## src/rtl/prog_loader_if.sv

```systemverilog
// Byte-stream and instruction-memory write port bundle for the program loader.
// The master modport is the side that sources bytes and sinks memory writes.
interface prog_loader_if;
  logic [7:0]  rx_data;
  logic        rx_valid;
  logic        rx_ready;
  logic        mem_we;
  logic [7:0]  mem_addr;
  logic [31:0] mem_din;

  modport master (
    output rx_data, rx_valid,
    input  rx_ready, mem_we, mem_addr, mem_din
  );

  modport slave (
    input  rx_data, rx_valid,
    output rx_ready, mem_we, mem_addr, mem_din
  );
endinterface

```

## src/rtl/prog_loader.sv

```systemverilog
// Framed byte-stream loader: length, big-endian payload words, XOR checksum.
// Writes each word to instruction memory and holds the CPU in reset until a good frame lands.
module prog_loader #(
  parameter int MAX_WORDS = 64
) (
  input  logic       i_clk,
  input  logic       i_rst,
  input  logic       i_start,
  prog_loader_if.slave bus,
  output logic       o_cpu_rst,
  output logic       o_busy,
  output logic       o_err,
  output logic [6:0] o_words_loaded
);

  typedef enum logic [2:0] {IDLE, LEN, DATA, CSUM, RUN, ERR} state_t;

  state_t      r_state;
  state_t      w_next;
  logic        r_rxReady;
  logic        r_busy;
  logic        r_err;
  logic        r_cpuRst;
  logic        r_memWe;
  logic [7:0]  r_memAddr;
  logic [31:0] r_memDin;
  logic [23:0] r_word;
  logic [1:0]  r_byteCnt;
  logic [5:0]  r_wordIndex;
  logic [6:0]  r_len;
  logic [6:0]  r_wordsLoaded;
  logic [7:0]  r_csum;

  logic w_accept;
  logic w_lastWord;
  logic w_lenBad;

  assign w_accept   = bus.rx_valid && r_rxReady;
  assign w_lastWord = (r_byteCnt == 2'd3) && (({1'b0, r_wordIndex} + 7'd1) == r_len);
  assign w_lenBad   = (bus.rx_data == 8'd0) || (bus.rx_data > 8'(MAX_WORDS));

  always_comb begin
    w_next = r_state;
    case (r_state)
      IDLE:     if (i_start) w_next = LEN;
      LEN:      if (w_accept) w_next = w_lenBad ? ERR : DATA;
      DATA:     if (w_accept && w_lastWord) w_next = CSUM;
      CSUM:     if (w_accept) w_next = ((r_csum ^ bus.rx_data) == 8'd0) ? RUN : ERR;
      RUN, ERR: if (i_start) w_next = LEN;
      default:  w_next = IDLE;
    endcase
  end

  // Status outputs are registered from the next state so they track r_state exactly.
  always_ff @(posedge i_clk or posedge i_rst) begin
    if (i_rst) begin
      r_state       <= IDLE;
      r_rxReady     <= 1'b0;
      r_busy        <= 1'b0;
      r_err         <= 1'b0;
      r_cpuRst      <= 1'b1;
      r_memWe       <= 1'b0;
      r_memAddr     <= 8'd0;
      r_memDin      <= 32'd0;
      r_word        <= 24'd0;
      r_byteCnt     <= 2'd0;
      r_wordIndex   <= 6'd0;
      r_len         <= 7'd0;
      r_wordsLoaded <= 7'd0;
      r_csum        <= 8'd0;
    end else begin
      r_state   <= w_next;
      r_rxReady <= (w_next == LEN) || (w_next == DATA) || (w_next == CSUM);
      r_busy    <= (w_next == LEN) || (w_next == DATA) || (w_next == CSUM);
      r_err     <= (w_next == ERR);
      r_cpuRst  <= (w_next != RUN);
      r_memWe   <= 1'b0;

      if ((w_next == LEN) && (r_state != LEN)) begin
        r_wordsLoaded <= 7'd0;
        r_byteCnt     <= 2'd0;
      end

      if (w_accept) begin
        case (r_state)
          LEN: begin
            r_len       <= bus.rx_data[6:0];
            r_csum      <= bus.rx_data;
            r_wordIndex <= 6'd0;
            r_byteCnt   <= 2'd0;
          end
          DATA: begin
            r_csum    <= r_csum ^ bus.rx_data;
            r_word    <= {r_word[15:0], bus.rx_data};
            r_byteCnt <= r_byteCnt + 2'd1;
            // Fourth byte completes the word: launch the write on this same edge.
            if (r_byteCnt == 2'd3) begin
              r_memWe       <= 1'b1;
              r_memDin      <= {r_word, bus.rx_data};
              r_memAddr     <= {r_wordIndex, 2'b00};
              r_wordIndex   <= r_wordIndex + 6'd1;
              r_wordsLoaded <= r_wordsLoaded + 7'd1;
            end
          end
          default: ;
        endcase
      end
    end
  end

  assign bus.rx_ready   = r_rxReady;
  assign bus.mem_we     = r_memWe;
  assign bus.mem_addr   = r_memAddr;
  assign bus.mem_din    = r_memDin;
  assign o_cpu_rst      = r_cpuRst;
  assign o_busy         = r_busy;
  assign o_err          = r_err;
  assign o_words_loaded = r_wordsLoaded;

endmodule

```

## src/flat_wrapper.sv

```systemverilog
// flat-port wrapper written by rule: the top's interface ports become plain ports
module prog_loader_flat 
#(
  parameter int MAX_WORDS = 64
)
  (i_clk, i_rst, i_start, o_cpu_rst, o_busy, o_err, o_words_loaded, bus_rx_data, bus_rx_valid, bus_rx_ready, bus_mem_we, bus_mem_addr, bus_mem_din);
  prog_loader_if bus_i ();
  input  logic i_clk;
  input  logic i_rst;
  input  logic i_start;
  output logic o_cpu_rst;
  output logic o_busy;
  output logic o_err;
  output logic [6:0] o_words_loaded;
  input wire logic [$bits(bus_i.rx_data)-1:0] bus_rx_data;
  input wire logic [$bits(bus_i.rx_valid)-1:0] bus_rx_valid;
  output wire logic [$bits(bus_i.rx_ready)-1:0] bus_rx_ready;
  output wire logic [$bits(bus_i.mem_we)-1:0] bus_mem_we;
  output wire logic [$bits(bus_i.mem_addr)-1:0] bus_mem_addr;
  output wire logic [$bits(bus_i.mem_din)-1:0] bus_mem_din;
  assign bus_i.rx_data = bus_rx_data;
  assign bus_i.rx_valid = bus_rx_valid;
  assign bus_rx_ready = bus_i.rx_ready;
  assign bus_mem_we = bus_i.mem_we;
  assign bus_mem_addr = bus_i.mem_addr;
  assign bus_mem_din = bus_i.mem_din;
  prog_loader #(.MAX_WORDS(MAX_WORDS)) u_core (.i_clk(i_clk), .i_rst(i_rst), .i_start(i_start), .bus(bus_i), .o_cpu_rst(o_cpu_rst), .o_busy(o_busy), .o_err(o_err), .o_words_loaded(o_words_loaded));
endmodule
```

## config.mk

```make
export PLATFORM = sky130hd
export DESIGN_NAME = prog_loader_flat
export DESIGN_NICKNAME = d
export VERILOG_FILES = /design/src/rtl/prog_loader_if.sv /design/src/rtl/prog_loader.sv /design/src/flat_wrapper.sv
export SDC_FILE = /design/constraint.sdc
export NUM_CORES = 1
export LEC_CHECK = 0
export BUFFER_PORTS_ARGS = -buffer_cell sky130_fd_sc_hd__buf_2
export CAP_MARGIN = 20
export CORE_AREA = 3 3 94 131
export CTS_CLUSTER_DIAMETER = 200
export DETAILED_ROUTE_END_ITERATION = 10
export DIE_AREA = 0 0 97 134
export GPL_TIMING_DRIVEN = 1
export PLACE_DENSITY = 0.67
export SLEW_MARGIN = 40
export SYNTH_ARGS = -nofsm -noshare
export SYNTH_HDL_FRONTEND = slang
export SYNTH_SLANG_ARGS = --single-unit
```

## constraint.sdc

```tcl
create_clock -name i_clk -period 4.4 [get_ports i_clk]
set_input_delay 0.88 -clock i_clk [delete_from_list [all_inputs] [get_ports i_clk]]
set_output_delay 0.88 -clock i_clk [all_outputs]
set_load 0.005 [all_outputs]
```

==> results by group, run 1 <==
Die
  – Core area: 11300 µm²
  – Initial Utilization: 39.1%
  – Die ar.: 13000 µm²
  – # rows: 46
  – # IOs: 64
  – Die Wd: 97 µm
  – Die Y: 134 µm

Route
  – Iter 0 DRT Violations: 176
  – Vias: 3250
  – Via/cell ratio: 5.17
  – DRT Pass-1 Iters: 4
  – Number of routed nets with antenna violations: 0
  – Wire length per cell: 15.4 µm
  – Routed wire length: 9710 µm
  – Post-route DRC: 0

Yosys
  – Post-Syn Area: 4440 µm²
  – XOR/XNOR Fraction of Synth Area: 2.76%
  – Post-synthesis adder-cell area fraction: 0.846%
  – Mux contribution to synthesized area: 8.54%
  – Yosys reg bits: 99
  – Cells after Synth: 431
  – Simple-gate area share of the yosys netlist: 18.8%
  – Compound-Gate Fraction of Synth Area: 9.70%
  – Syn Area/Cell: 10.3 µm²
  – Synth unique cells: 53
  – Yosys warns: 0
  – Sequential area share after synthesis: 55.9%
  – Post-synth top flop: dfrtp_1
  – Post-synth EDFFs: 0
  – FFs w/ async S/R, synth: 100%
  – Largest family of logic cells by synthesized area: simple AND/OR/NAND/NOR gates

Clock tree
  – CTS tree: built
  – CTS hold repair buffers: 0
  – CTS Root Cell: clkbuf_16
  – CTS clock-pin slew for the worst setup and hold paths: 0.06 ns
  – Clk_lat worst skew: 0.34 ns
  – CTS Sinks: 99
  – Num CTS Buffers: 9
  – CTS Buffer Depth: 2
  – # H-tree levels: 3
  – Post-CTS Repair Setup Buffers: 0
  – Post_cts resized: 0

STA
  – Final Max Slew Viols: 0
  – Period Utilization, post-route: 57.0%
  – Setup TNS: 0 ns
  – Setup-failing EPs final: 0
  – Setup Skew: 0.00662 ns
  – Slew HR: 53.4%
  – RSZ-0062 raised after global routing: no
  – Fmax: 0.399 GHz
  – Final hold slack: 0.468 ns
  – Final hold violations: 0
  – Min cycle time layout: 2.51 ns
  – Worst Max-Slew Pin Slew: 0.692 ns

Setup path
  – Critical Path, Cell by Cell: buf_2 > or4_4 > nor4_4 > nor4_2 > o311a_4 > a21oi_4 > o21ai_1
  – Critical path's largest stage delay: 0.57 ns
  – Family with the most delay on the worst path: simple AND/OR/NAND/NOR gates
  – Crit start category: input port
  – Critical path class: in -> reg
  – Slowest stage cell, crit path: or4_4
  – WP data required: 4.61 ns
  – Worst EP arrival: 2.72 ns
  – CP max FO: 9
  – CP Capture Type: flip-flop
  – Sum of buffers and inverters on the critical path: 1
  – FF-to-FF setup slack: 2.08 ns

Layout
  – Count of nets after finishing: 496
  – Area delta synth->final: 15.5%
  – Share of cells above drive strength 1: 26.6%
  – Post-route cell area: 5120 µm²
  – N_diodes: 0
  – Fillers: 1114

Place
  – Routability cong.: 0.838
  – Dpl hpwl: 6620 µm
  – Area post-placement: 4850 µm²
  – IO Port Bufs: 61

Power and ir drop
  – Final Total Pwr: 2.57 mW
  – Maximum VDD drop: 0.000220 V
  – P per Cell Area: 501 nW/µm²
  – Leakage: 2.67 nW

Global routing
  – First-pass GRT wire length: 16000 µm
  – Initial antenna violation count: 0
  – Largest net degree at the start of global routing: 79
  – Total GRT Usage: 15.4%
  – Vias in the first global route: 3269
  – Total gr overflow: 0

Job
  – Maximum Capacitance Violations: 0

Run status
  – Status: finished clean

Min path
  – Worst min path class: reg -> reg
[cells in the final DEF (no fill, tap or decap), drive strengths merged, types with 5 or more instances in the layout]
cell type and instances:
nand2 129, nand3 10, dfrtp 98, nor2 17, inv 11, clkbuf 10, o31ai 5, buf 65
and3 5, o21ai 15, mux2 31, xnor2 11, a21oi 12, a311oi 7
[logic make-up after synthesis]
kind of cell,Yosys count
flops,99
simple gates,187
mux,34
buf+inv,36
compound gates,57
xor+xnor,14
other cells,1
fa+ha+maj,3
[area by class of cell]
| type | count | area (µm²) | area share, % |
|---|---|---|---|
| sequential | 99 | 2480 | 48.4 |
| multi-input combinational | 297 | 1820 | 35.4 |
| timing repair buffer | 65 | 335 | 6.54 |
| clock buffer | 10 | 239 | 4.66 |
| tap | 144 | 180 | 3.52 |
| inverter | 9 | 38.8 | 0.757 |
| clock inverter | 5 | 36.3 | 0.708 |
[cell usage after synthesis, types with 2 or more instances]
| master | n | area, µm² |
|---|---|---|
| nand2_1 | 129 | 484 |
| dfrtp_1 | 98 | 2450 |
| mux2_2 | 31 | 349 |
| nor2_1 | 17 | 63.8 |
| o21ai_0 | 14 | 70.1 |
| clkbuf_1 | 13 | 48.8 |
| xnor2_1 | 11 | 96.3 |
| a21oi_1 | 10 | 50.1 |
| nand3_1 | 10 | 50.1 |
| inv_1 | 9 | 33.8 |
| a311oi_1 | 7 | 61.3 |
| buf_1 | 7 | 26.3 |
| and3_1 | 5 | 31.3 |
| buf_2 | 4 | 20.0 |
| nand2b_1 | 4 | 25.0 |
| nor3_1 | 4 | 20.0 |
| buf_4 | 3 | 22.5 |
| ha_1 | 3 | 37.5 |
| mux2i_1 | 3 | 30.0 |
| nor2b_1 | 3 | 18.8 |
| o31ai_1 | 3 | 22.5 |
| or2_2 | 3 | 18.8 |
| xor2_1 | 3 | 26.3 |
| a211oi_1 | 2 | 15.0 |
| a41oi_1 | 2 | 17.5 |
| and3b_1 | 2 | 17.5 |
| nand4_1 | 2 | 12.5 |
| nor4_2 | 2 | 25.0 |
| o31a_1 | 2 | 17.5 |
| o31ai_2 | 2 | 25.0 |
[through the flow]
stage | setup slack, ns | util (%) | cells
CTS | 1.88 | 45.2 | 629
finish | 1.89 | 45.2 | 629
global route | 1.74 | 45.2 | 629
floorplan | 0.931 | - | 432
global placement | 1.57 | 42.7 | 614
detailed placement | 1.51 | 42.8 | 614
[sequential cells by signal (all words and copies together), names as in the netlist]
name,flops
u_core.r_state,3
u_core.bus.mem_we,1
u_core.bus.rx_ready,1
u_core.r_byteCnt,2
u_core.r_word,24
u_core.r_csum,8
u_core.r_wordIndex,6
u_core.bus.mem_addr,6
u_core.o_cpu_rst,1
u_core.o_err,1
u_core.r_len,7
u_core.o_words_loaded,7
u_core.bus.mem_din,32
[worst min-delay path, cell delays in order, from the launching register on]
cell     delay (ns)
dfrtp_1        0.34
nand2_1        0.05
nand2_1        0.05
[power breakdown]
| part | switching (mW) | internal [mW] | total (mW) |
|---|---|---|---|
| sequential | 0.180 | 1.07 | 1.25 |
| combinational | 0.286 | 0.292 | 0.578 |
| clock | 0.340 | 0.399 | 0.739 |
[final timing paths]
kind                       cells after the start                       end                    from
min in group asynchronous                      2    u_core.bus.mem_din[14]                   i_rst
max reg2reg                                    7  u_core.o_words_loaded[1]   u_core.r_wordIndex[0]
max                                            7  u_core.o_words_loaded[1]          bus_rx_data[0]
min reg2reg                                    2    u_core.bus.mem_addr[3]  u_core.bus.mem_addr[3]
max in group asynchronous                      3  u_core.o_words_loaded[2]                   i_rst
min                                            2    u_core.bus.mem_addr[3]  u_core.bus.mem_addr[3]
[metal layers]
layer,track usage [%],vias to the layer above,routed length [µm]
li1,-,1549,-
met1,17.6,1603,4030
met2,27.6,79,5050
met3,3.54,19,408
met4,6.25,0,223
met5,0,-,0
Note: power is estimated with default switching activity, not from simulation.
==> run 2: changes to the inputs <==
--- a/config.mk
+++ b/config.mk
@@ -12,7 +12,7 @@
 export DETAILED_ROUTE_END_ITERATION = 10
 export DIE_AREA = 0 0 97 134
 export GPL_TIMING_DRIVEN = 1
-export PLACE_DENSITY = 0.67
+export PLACE_DENSITY = 0.69
 export SLEW_MARGIN = 40
 export SYNTH_ARGS = -nofsm -noshare
 export SYNTH_HDL_FRONTEND = slang
==> constraint.sdc (replaced) <==
create_clock -name i_clk -period 2.1 [get_ports i_clk]
set_input_delay 0.42 -clock i_clk [delete_from_list [all_inputs] [get_ports i_clk]]
set_output_delay 0.42 -clock i_clk [all_outputs]
set_load 0.005 [all_outputs]
==> run 2 against run 1 <==
  * Sequential cell count unchanged
  * First-iteration DRC count down 13%
  * Count of clock-buffer cells in the layout increased by 2
  * Non-clock buffer count grew 21
  * Die area unchanged
  * Worst hold slack worse by 0.39 ns
  * Critical path depth unchanged
  * Critical path type is now reg -> reg
  * Critical endpoint is now u_core.o_words_loaded[3]
==> results by group, run 2 (synthesis gave the netlist of run 1 again) <==
Run status
  – Status: finished clean

Setup path
  – CP Capture Type: flip-flop
  – Critical path's largest stage delay: 0.53 ns (-0.04 ns)
  – CP max FO: 9 (unchanged)
  – Slowest stage cell, crit path: dfrtp_1
  – FF-to-FF path depth: 7 (unchanged)
  – WP depth: 7 (unchanged)
  – Critical path class: reg -> reg
  – WP data required: 2.34 ns (-2.27 ns)
  – Sum of buffers and inverters on the critical path: 1 (unchanged)
  – Crit start category: flip-flop
  – Critical Path, Cell by Cell: or3b_2 > mux2i_1 > a22oi_2 > o2111ai_2 > a21oi_4 > buf_12 > nor3_1
  – Family with the most delay on the worst path: simple AND/OR/NAND/NOR gates
  – Worst EP arrival: 2.21 ns (-0.51 ns)

Global routing
  – Total GRT Usage: 15.6% (+0.22 points)
  – Largest net degree at the start of global routing: 51 (-35%)
  – Initial antenna violation count: 0 (unchanged)
  – Vias in the first global route: 3361 (+2.8%)
  – Total gr overflow: 0 (unchanged)
  – First-pass GRT wire length: 16600 µm (+3.9%)

Route
  – Via/cell ratio: 5.09 (-1.4%)
  – Post-route DRC: 0 (unchanged)
  – Routed wire length: 9610 µm (-1.0%)
  – Vias: 3316 (+2.0%)
  – Iter 0 DRT Violations: 153 (-13%)
  – Wire length per cell: 14.8 µm (-4.4%)
  – Number of routed nets with antenna violations: 0 (unchanged)
  – DRT Pass-1 Iters: 4 (unchanged)

Layout
  – Footprint of the multi-input gates: 1840 µm² (+1.2%)
  – Sequential Area: 2480 µm² (unchanged)
  – Max reg flops: 32 (unchanged)
  – Area delta synth->final: 21.4%
  – N_diodes: 0 (unchanged)
  – Count of nets after finishing: 517 (+4.2%)
  – Most frequent cells in the layout: 129 x nand2_1, 98 x dfrtp_1, 61 x buf_2
  – Most common cell after layout, fill and taps aside: nand2_1
  – Share of cells above drive strength 1: 30.6% (+4.0 points)
  – Fillers: 1052 (-5.6%)

Clock tree
  – Num CTS Buffers: 9 (unchanged)
  – CTS Buffer Depth: 2 (unchanged)
  – # H-tree levels: 3 (unchanged)
  – CTS Root Cell: clkbuf_16
  – Clk_lat worst skew: 0.34 ns (about the same)
  – CTS hold repair buffers: 0 (unchanged)
  – CTS clock-pin slew for the worst setup and hold paths: 0.07 ns (about the same)
  – CTS tree: built
  – CTS Sinks: 99 (unchanged)

Place
  – Routability cong.: 0.802 (-4.3%)
  – IO Port Bufs: 61 (unchanged)
  – Setup Slack @ Placement: -0.143 ns (-1.65 ns)
  – Dpl hpwl: 6560 µm (-0.93%)

Die
  – Die ar.: 13000 µm² (unchanged)
  – Die Wd: 97 µm (unchanged)
  – Initial Utilization: 39.1% (unchanged)
  – Core area: 11300 µm² (unchanged)
  – Die Y: 134 µm (unchanged)
  – # rows: 46 (unchanged)
  – # IOs: 64 (unchanged)

Power and ir drop
  – Net Sw Frac: 29.8% (-1.6 points)
  – Leakage: 2.79 nW (+4.8%)
  – Final Total Pwr: 5.77 mW (+120%)
  – Clock share of power: 30.0% (+1.2 points)
  – Combinational Power Share: 25.8% (+3.3 points)
  – NetSw: 1.72 mW (+110%)
  – Seq pwr share: 44.2% (-4.6 points)
  – Internal Power: 4.05 mW (+130%)
  – Maximum VDD drop: 0.000479 V (+120%)
  – P per Cell Area: 1070 nW/µm² (+110%)

STA
  – Slew HR: 65.5% (+12 points)
  – RSZ-0062 raised after global routing: no
  – Final hold slack: 0.0823 ns (-0.386 ns)
  – Final hold violations: 0 (unchanged)
  – Setup Skew: 0.00775 ns (+0.00113 ns)
  – Setup-failing EPs final: 0 (unchanged)
  – Fmax: 0.507 GHz
  – Final setup margin: 0.127 ns (-1.77 ns)
  – Final Max Slew Viols: 0 (unchanged)
  – Worst Max-Slew Pin Slew: 0.517 ns (-0.175 ns)
  – Period Utilization, post-route: 94.0%
  – Min cycle time layout: 1.97 ns

Min path
  – Worst min path class: in -> async

Job
  – Maximum Capacitance Violations: 0 (unchanged)
-- run 2: cell count changes in the layout (fill, tap and decap cells not counted), moves of 2 or more --
cell | previous run | this run
buf_4 | 4 | 22
buf_12 | 0 | 3
clkbuf_8 | 1 | 3
clkinv_2 | 2 | 0
clkinvlp_4 | 0 | 2
inv_6 | 3 | 1
-- run 2: final timing paths --
check / startpoint / end / slack (ns)
worst max register to register: u_core.r_wordIndex[4] / u_core.o_words_loaded[3] / 0.13
worst min-delay path: i_rst / u_core.bus.mem_din[28] / 0.08
worst max-delay path: u_core.r_wordIndex[4] / u_core.o_words_loaded[3] / 0.13
max in group asynchronous: i_rst / u_core.o_cpu_rst / 1.39
min in group i_clk: bus_rx_data[0] / u_core.r_csum[0] / 0.42
worst min register to register: u_core.r_word[17] / u_core.bus.mem_din[25] / 0.46
-- run 2: per-stage QoR --
| stage | TNS (ns) | cells | utilization, % | cell area (µm²) |
|---|---|---|---|---|
| final | 0 | 651 | 47.5 | 5390 |
| after global routing | 0 | 651 | 47.5 | 5390 |
| after CTS | 0 | 651 | 47.3 | 5370 |
| after detailed placement | -1.45 | 634 | 44.3 | 5020 |
| after global placement | -0.930 | 634 | 44.3 | 5020 |
| after floorplan | 0 | 432 | - | 4440 |
-- run 2: final cells by class --
| cell class | count | area share, % |
|---|---|---|
| Inverter | 9 | 0.697 |
| Timing Repair Buffer | 86 | 9.85 |
| Multi-Input combinational cell | 297 | 34.1 |
| Tap cell | 144 | 3.34 |
| Sequential cell | 99 | 46.0 |
| Clock buffer | 12 | 4.95 |
| Clock inverter | 4 | 1.02 |
-- run 2: timing repair --
action / CTS / global route
gates resized for setup: 0 / 4
pin swaps: 1 / 2
endpoints found under the setup margin: 5 / 10
setup buffers: 1 / 0
-- run 2: per-layer routing --
| metal | up-vias | share of wire, % | global-route usage (%) |
|---|---|---|---|
| met1 | 1649 | 43 | 20.1 |
| met3 | 14 | 3.3 | 2.55 |
| met2 | 67 | 51 | 26.3 |
| met4 | 0 | 2.1 | 6.17 |
| met5 | - | 0 | 0 |
| li1 | 1586 | - | - |
-- run 2: power by group through the flow --
stage	sequential (mW)	clock (mW)	combinational (mW)
floorplan	2.49	0	1.07
global placement	2.57	0	1.33
detailed placement	2.59	0	1.39
CTS	2.55	1.76	1.48
global route	2.60	1.85	1.66
finish	2.55	1.73	1.49
==> run 3: changes to the inputs <==
--- a/config.mk
+++ b/config.mk
@@ -7,12 +7,13 @@
 export LEC_CHECK = 0
 export BUFFER_PORTS_ARGS = -buffer_cell sky130_fd_sc_hd__buf_2
 export CAP_MARGIN = 20
-export CORE_AREA = 3 3 94 131
+export CORE_AREA = 3 3 110 112
 export CTS_CLUSTER_DIAMETER = 200
 export DETAILED_ROUTE_END_ITERATION = 10
-export DIE_AREA = 0 0 97 134
+export DIE_AREA = 0 0 113 115
 export GPL_TIMING_DRIVEN = 1
 export PLACE_DENSITY = 0.69
+export REMOVE_ABC_BUFFERS = 1
 export SLEW_MARGIN = 40
 export SYNTH_ARGS = -nofsm -noshare
 export SYNTH_HDL_FRONTEND = slang
==> run 3 against run 2 <==
  * Design area shrank 0.56%
  * Via count shrank 0.24%
  * Clock skew shrank 0.0010 ns
  * Global-route usage shrank 0.38 points
  * Highest routed layer unchanged
  * Clock power shrank 5%
  * Sequential share of layout area grew 0.26 points
  * Non-clock buffer count grew 1
  * Largest cell class unchanged
==> results by group, run 3 (synthesis gave the netlist of run 1 again) <==
Run status
  – Status: finished clean

Clock tree
  – CTS tree: built
  – CTS Sinks: 99 (unchanged)
  – CTS clock-pin slew for the worst setup and hold paths: 0.06 ns (about the same)
  – Num CTS Buffers: 9 (unchanged)
  – CTS Buffer Depth: 2 (unchanged)
  – Clk_lat worst skew: 0.34 ns (about the same)
  – # H-tree levels: 3 (unchanged)
  – CTS Root Cell: clkbuf_16

Route
  – Via/cell ratio: 5.08 (-0.24%)
  – DRT Pass-1 Iters: 4 (unchanged)
  – Wire length per cell: 14.3 µm (-3.2%)
  – Iter 0 DRT Violations: 220 (+44%)
  – Vias: 3308 (-0.24%)
  – Number of routed nets with antenna violations: 0 (unchanged)
  – Routed wire length: 9310 µm (-3.2%)
  – Post-route DRC: 0 (unchanged)

Global routing
  – Met2 Use GR: 25.1% (-1.2 points)
  – First-pass GRT wire length: 16000 µm (-3.7%)
  – Initial antenna violation count: 0 (unchanged)
  – GRT Max-Usage Layer: met2
  – Largest net degree at the start of global routing: 51 (unchanged)
  – Total gr overflow: 0 (unchanged)
  – Vias in the first global route: 3199 (-4.8%)
  – Routing usage on met1: 20.0% (-0.034 points)
  – Total GRT Usage: 15.2% (-0.38 points)
  – Met3 Use GR: 4.00% (+1.5 points)

Layout
  – N_diodes: 0 (unchanged)
  – Area delta synth->final: 20.7%
  – Util after Layout: 47.3% (-0.19 points)
  – Share of cells above drive strength 1: 30.1% (-0.45 points)
  – Max reg flops: 32 (unchanged)
  – Fillers: 1058 (+0.57%)
  – Most frequent cells in the layout: 128 x nand2_1, 98 x dfrtp_1, 61 x buf_2
  – Most common cell after layout, fill and taps aside: nand2_1
  – Count of nets after finishing: 518 (+0.19%)

Setup path
  – Worst EP arrival: 2.21 ns (about the same)
  – Critical path class: reg -> reg
  – Crit start category: flip-flop
  – Critical path's largest stage delay: 0.38 ns (-0.15 ns)
  – Slowest stage cell, crit path: dfrtp_1
  – Critical Path, Cell by Cell: ha_2 > xor2_1 > a211oi_1 > o2111a_1 > o2111ai_2 > a21oi_4 > buf_12 > o21ai_1
  – R2R Path End: u_core.o_words_loaded[1]
  – Origin of the critical flop-to-flop path: u_core.r_wordIndex[0]
  – CP max FO: 9 (unchanged)
  – CP Capture Type: flip-flop
  – FF-to-FF setup slack: 0.10 ns (-0.02 ns)
  – WP data required: 2.32 ns (-0.02 ns)
  – FF-to-FF path depth: 8 (+1)

STA
  – Slew HR: 65.4% (-0.082 points)
  – RSZ-0062 raised after global routing: no
  – Final hold violations: 0 (unchanged)
  – Setup Skew: 0.00671 ns (-0.00104 ns)
  – Final Max Slew Viols: 0 (unchanged)
  – Fmax: 0.501 GHz (-1.1%)
  – Final hold slack: 0.0851 ns (+0.00272 ns)
  – Min cycle time layout: 2.00 ns (+0.0220 ns)
  – Setup-failing EPs final: 0 (unchanged)
  – Period Utilization, post-route: 95.0% (+1.0 points)
  – Worst Max-Slew Pin Slew: 0.519 ns (+0.00123 ns)

Die
  – Core area: 11300 µm² (-0.15%)
  – Die ar.: 13000 µm² (about the same)
  – Initial Utilization: 39.2% (+0.061 points)
  – Die Y: 115 µm (-14%)
  – # rows: 39 (-15%)
  – # IOs: 64 (unchanged)
  – Die Wd: 113 µm (+16%)

Place
  – IO Port Bufs: 61 (unchanged)
  – Routability cong.: 0.892 (+11%)
  – Dpl hpwl: 6410 µm (-2.3%)

Power and ir drop
  – Leakage: 2.79 nW (-0.32%)
  – Maximum VDD drop: 0.000603 V (+26%)
  – P per Cell Area: 1060 nW/µm² (-1.5%)

Min path
  – Worst min path class: in -> async

Job
  – Maximum Capacitance Violations: 0 (unchanged)
-- run 3: per-layer routing --
metal	vias to the layer above	share of wire [%]
li1	1596	-
met1	1631	45
met2	67	49
met3	14	4.7
met4	0	1.5
met5	-	0
-- run 3: worst max-delay path by stage --
| stage | endpoint | depth (start not counted) | start | slack, ns |
|---|---|---|---|---|
| after floorplan | u_core.o_words_loaded[0] | 7 | u_core.r_state[2] | -1.24 |
| after global placement | u_core.o_words_loaded[0] | 7 | bus_rx_data[1] | -0.14 |
| after detailed placement | u_core.o_words_loaded[1] | 7 | bus_rx_data[1] | -0.18 |
| after CTS | u_core.o_words_loaded[1] | 8 | u_core.r_wordIndex[0] | 0.03 |
| after global routing | u_core.o_words_loaded[1] | 9 | u_core.r_wordIndex[1] | 0.006 |
| final | u_core.o_words_loaded[1] | 8 | u_core.r_wordIndex[0] | 0.10 |
-- run 3: worst max-delay path: cells and delay by family, from the launching register on --
family | cells | cell delay [ns]
AOI/OAI and AO/OA | 5 | 0.90
adders and majority gates | 1 | 0.30
buffers and inverters | 1 | 0.14
xor gates and xnor gates | 1 | 0.15
DFF | 1 | 0.38
-- run 3: repair_timing --
item	in CTS	in global routing
gates resized for setup	1	1
buffers inserted	1	0
setup endpoints to repair	9	9
pin swaps	1	1
hold buffers	0	0
-- run 3: power by group --
group | switching (mW) | leakage [nW] | internal [mW]
Clock | 0.682 | 0.139 | 0.955
Combinational | 0.712 | 1.30 | 0.782
Sequential | 0.274 | 1.35 | 2.25
Total | 1.67 | 2.79 | 3.99
-- run 3: cell type report --
cell class / instances / area [µm²] / area share, %
Clock buffer: 12 / 246 / 4.60
Clock inverter: 4 / 50.0 / 0.934
Inverter: 9 / 36.3 / 0.677
Sequential cell: 99 / 2480 / 46.3
Multi-Input combinational cell: 297 / 1830 / 34.1
Timing Repair Buffer: 87 / 538 / 10.0
Tap cell: 143 / 179 / 3.34
-- run 3: per-stage QoR --
step	cells	cell area [µm²]	setup slack, ns	TNS, ns	total power [mW]
5_1_grt	651	5360	0.00598	0	5.98
6_report	651	5360	0.105	0	5.65
2_1_floorplan	405	4320	-1.24	-143.85	3.50
3_3_place_gp	634	5030	-0.135	-1.35	3.91
3_5_place_dp	634	5030	-0.179	-1.80	3.99
4_1_cts	651	5350	0.0326	0	5.72
